==> src/rtl/sign_extend_if.sv <==
// sign_extend_if: immediate-in / extended-result bundle between decode and the sign extender.
interface sign_extend_if #(
    parameter int IN_WIDTH  = 4,
    parameter int OUT_WIDTH = 16
);
    logic [IN_WIDTH-1:0]  in;
    logic [OUT_WIDTH-1:0] extended_out;
    logic [OUT_WIDTH-1:0] extended_q;
    logic                 neg_q;
    logic                 zero_q;
    logic                 valid_q;

    modport master (output in, input extended_out, extended_q, neg_q, zero_q, valid_q);
    modport slave  (input in, output extended_out, extended_q, neg_q, zero_q, valid_q);
endinterface

==> src/rtl/sign_extend.sv <==
// sign_extend: two's-complement widening of an immediate, combinational result plus a registered copy.
module sign_extend #(
    parameter int IN_WIDTH  = 4,
    parameter int OUT_WIDTH = 16
) (
    input logic           clk,
    input logic           rst,
    sign_extend_if.slave  bus
);
    if (IN_WIDTH < 1 || IN_WIDTH > OUT_WIDTH) begin : g_bad_width
        $error("sign_extend: IN_WIDTH must be within 1..OUT_WIDTH");
    end

    logic [OUT_WIDTH-1:0] extended_d;
    logic                 neg_d;
    logic                 zero_d;

    // A signed size cast replicates the sign bit and handles IN_WIDTH == OUT_WIDTH without a zero-width replication.
    always_comb begin
        extended_d = OUT_WIDTH'($signed(bus.in));
        neg_d      = bus.in[IN_WIDTH-1];
        zero_d     = (bus.in == '0);
    end

    assign bus.extended_out = extended_d;

    // rst is active-low
    always_ff @(posedge clk) begin
        if (!rst) begin
            bus.extended_q <= '0;
            bus.neg_q      <= 1'b0;
            bus.zero_q     <= 1'b0;
            bus.valid_q    <= 1'b0;
        end else begin
            bus.extended_q <= extended_d;
            bus.neg_q      <= neg_d;
            bus.zero_q     <= zero_d;
            bus.valid_q    <= 1'b1;
        end
    end
endmodule

==> src/flat_wrapper.sv <==
// flat-port wrapper written by rule: the top's interface ports become plain ports
module sign_extend_flat 
#(
    parameter int IN_WIDTH  = 4,
    parameter int OUT_WIDTH = 16
)
  (clk, rst, bus_in, bus_extended_out, bus_extended_q, bus_neg_q, bus_zero_q, bus_valid_q);
  sign_extend_if #(.IN_WIDTH(IN_WIDTH), .OUT_WIDTH(OUT_WIDTH)) bus_i ();
  input logic clk;
  input logic rst;
  input wire logic [$bits(bus_i.in)-1:0] bus_in;
  output wire logic [$bits(bus_i.extended_out)-1:0] bus_extended_out;
  output wire logic [$bits(bus_i.extended_q)-1:0] bus_extended_q;
  output wire logic [$bits(bus_i.neg_q)-1:0] bus_neg_q;
  output wire logic [$bits(bus_i.zero_q)-1:0] bus_zero_q;
  output wire logic [$bits(bus_i.valid_q)-1:0] bus_valid_q;
  assign bus_i.in = bus_in;
  assign bus_extended_out = bus_i.extended_out;
  assign bus_extended_q = bus_i.extended_q;
  assign bus_neg_q = bus_i.neg_q;
  assign bus_zero_q = bus_i.zero_q;
  assign bus_valid_q = bus_i.valid_q;
  sign_extend #(.IN_WIDTH(IN_WIDTH), .OUT_WIDTH(OUT_WIDTH)) u_core (.clk(clk), .rst(rst), .bus(bus_i));
endmodule
==> config.mk <==
export PLATFORM = sky130hd
export DESIGN_NAME = sign_extend_flat
export DESIGN_NICKNAME = d
export VERILOG_FILES = /design/src/rtl/sign_extend_if.sv /design/src/rtl/sign_extend.sv /design/src/flat_wrapper.sv
export SDC_FILE = /design/constraint.sdc
export NUM_CORES = 1
export LEC_CHECK = 0
export CORE_MARGIN = 1.5
export CORE_UTILIZATION = 24
export DETAILED_ROUTE_END_ITERATION = 8
export GPL_TIMING_DRIVEN = 0
export PLACE_DENSITY = 0.75
export RECOVER_POWER = 25
export SLEW_MARGIN = 0
export SYNTH_ARGS = -nofsm -noshare
export SYNTH_HDL_FRONTEND = slang
export SYNTH_SLANG_ARGS = --single-unit
==> constraint.sdc <==
create_clock -name clk -period 0.8 [get_ports clk]
set_input_delay 0.08 -clock clk [delete_from_list [all_inputs] [get_ports clk]]
set_output_delay 0.08 -clock clk [all_outputs]
set_load 0.005 [all_outputs]
==> impl_metrics.toml <==
[cells_and_area]
syn2layout_area_growth_pct = 121
diodes = 0
final_nets = 97
post-route-util = 0.568
fillers = 149
drive_gt1_frac = 0.742

[power_and_ir_drop]
p_clk_frac = 0.288
peakVddDrop_mv = 0.502
pwr-share-seq = 0.344
power_w = 0.000926
p_int_w = 0.000723
p_sw_w = 0.000203
p_per_area_nw_per_um2 = 1080
switching_share = 0.219
p_leak_nw = 0.471
p_comb_frac = 0.368

[floorplanning]
die_area_um2 = 1860
coreArea_um2 = 1510
die_y_um = 43.1
io_pins = 41
row_count = 14
die_w_um = 43.1
initial_core_util = 0.257

[synth]
yosysSeqAreaShare = 0.311
synth.avg_cell_area_um2 = 9.43
synth_area_leaders = "buf_4 (56%), dfxtp_1 (31%), and2_2 (7.8%)"
synth_area_leader_cell = "buf_4"
yosys_warnings = 0
syn-num-nets = 47
yosysTopAreaCellShare = 0.563
ys_types = 5
netlist_instances = 41
synthesis.area_um2 = 387
synth_seq_cells = 6

[setup_path]
cp_max_fo = 6
crit_start = "u_core.bus.neg_q$_SDFF_PN0_"
start_kind = "flop"
crit_type = "flop to output port"
setup.worst_path.end_class = "output port"
required_ns = 0.72
cp.arrival_ns = 1.02

[cts]
cts_tree = "built"
clockRootBuffer = "clkbuf_4"
htreeDepth = 1
cts_buffers = 3
clock-sinks = 6
cts_buffer_depth = 2
clk_pin_slew_ns = 0.04

[worst_hold_path]
hp-start = "bus_in[2]"
min_path_type = "primary input to flop"

[routing]
wl_per_cell_um = 8.33
dr.pass1.iters = 2
ant_nets = 0
avgViaCountPerCell = 3.70
num_vias = 389
drt-initial-drc-count = 1
drc = 0
routed_wl_um = 875

[timing]
hold_slack_ns = 0.125
slew_violations = 0
fin_crit_sh = 1.37
hold_viol = 0
rsz0062_at_grt = "yes"
slew_headroom = 0.829
fin_setup_tns_ns = -3.16
fin_ws_ns = -0.300
fmax_mhz = 909
setup_viol = 14
period_minus_slack_ns = 1.10
worst_slew_pin_slew_ns = 0.256

[global_routing]
grt_pass1_vias = 355
gr-total-overflow = 0
grt_max_degree = 16
grt_pass1_wl_mm = 1.43
grt_usage = 0.102
antenna_found_initial = 0

[outcome]
status = "finished, violations left"
violations = "setup timing"

[place]
routabilityCongestion = 0.629
pre_cts_slack_ns = -0.795
place_hpwl_um = 717
numPortBuffers = 40

[job]
max-cap-violations = 0
==> sequential cells by signal, indices dropped and copies added, names as in the netlist <==
signal	flops
u_core.bus.valid_q	1
u_core.bus.extended_q	3
u_core.bus.zero_q	1
u_core.bus.neg_q	1
==> metal layers <==
layer | global-route usage | vias to the layer above | share of wire
li1 | - | 192 | -
met1 | 0.109 | 156 | 0.38
met2 | 0.179 | 39 | 0.45
met3 | 0.0255 | 2 | 0.14
met4 | 0.0545 | 0 | 0.025
met5 | 0 | - | 0
==> synth_stat cells <==
library cell   n
buf_4         29
nor4_2         1
and2_2         4
dfxtp_1        6
nand2b_1       1
==> logic make-up after synthesis <==
logic type / Yosys count / share of synthesized area
buffers and inverters: 29 / 0.563
and+or+nand+nor: 6 / 0.126
DFF: 6 / 0.311
==> worst max-delay path: stages (launching register included) <==
cell     delay, ns
dfxtp_4       0.35
buf_6         0.12
buf_6         0.11
buf_6         0.10
buf_6         0.10
==> what timing repair did <==
item	4_1_cts	5_1_grt
buffers inserted	5	0
gates resized for setup	128	0
gates cloned	0	0
endpoints found under the setup margin	37	14
pin swaps	0	0
hold buffers	0	0
==> layout by cell type (no fill, tap or decap) <==
| cell type | count |
|---|---|
| clkbuf_2 | 1 |
| dlygate4sd3_1 | 1 |
| and2_2 | 4 |
| buf_6 | 19 |
| nand2b_1 | 1 |
| dfxtp_1 | 5 |
| dlygate4sd2_1 | 16 |
| dfxtp_4 | 1 |
| nor4_2 | 1 |
| buf_2 | 7 |
| clkbuf_4 | 3 |
| clkdlybuf4s15_2 | 3 |
| buf_4 | 27 |
==> power groups by stage <==
| stage | Combinational (W) | Clock (W) | Sequential (W) |
|---|---|---|---|
| after floorplan | 0.000128 | 0 | 0.000332 |
| after global placement | 0.000342 | 0 | 0.000331 |
| after detailed placement | 0.000348 | 0 | 0.000331 |
| after CTS | 0.000354 | 0.000275 | 0.000319 |
| after global routing | 0.000367 | 0.000302 | 0.000321 |
| final | 0.000341 | 0.000266 | 0.000319 |
==> through the flow <==
step | instance area, µm² | cells
after floorplan | 387 | 41
after global placement | 807 | 97
after detailed placement | 807 | 97
after CTS | 866 | 105
after global routing | 856 | 105
final | 856 | 105
==> cell type report <==
| cell class | instances | area [µm²] | area share |
|---|---|---|---|
| plain buffers | 29 | 236 | 0.276 |
| clock buffers | 3 | 22.5 | 0.0263 |
| multi-input cells | 6 | 48.8 | 0.0570 |
| flip-flops and latches | 6 | 124 | 0.145 |
| well taps | 16 | 20.0 | 0.0234 |
| repair buffers | 45 | 404 | 0.472 |
==> path summary, 6_finish.rpt <==
check | endpoint | slack [ns] | depth (start not counted)
hold / removal | u_core.bus.zero_q$_SDFF_PN0_ | 0.12 | 2
setup / recovery | bus_extended_q[14] | -0.30 | 4
Note: power is estimated with default switching activity, not from simulation.
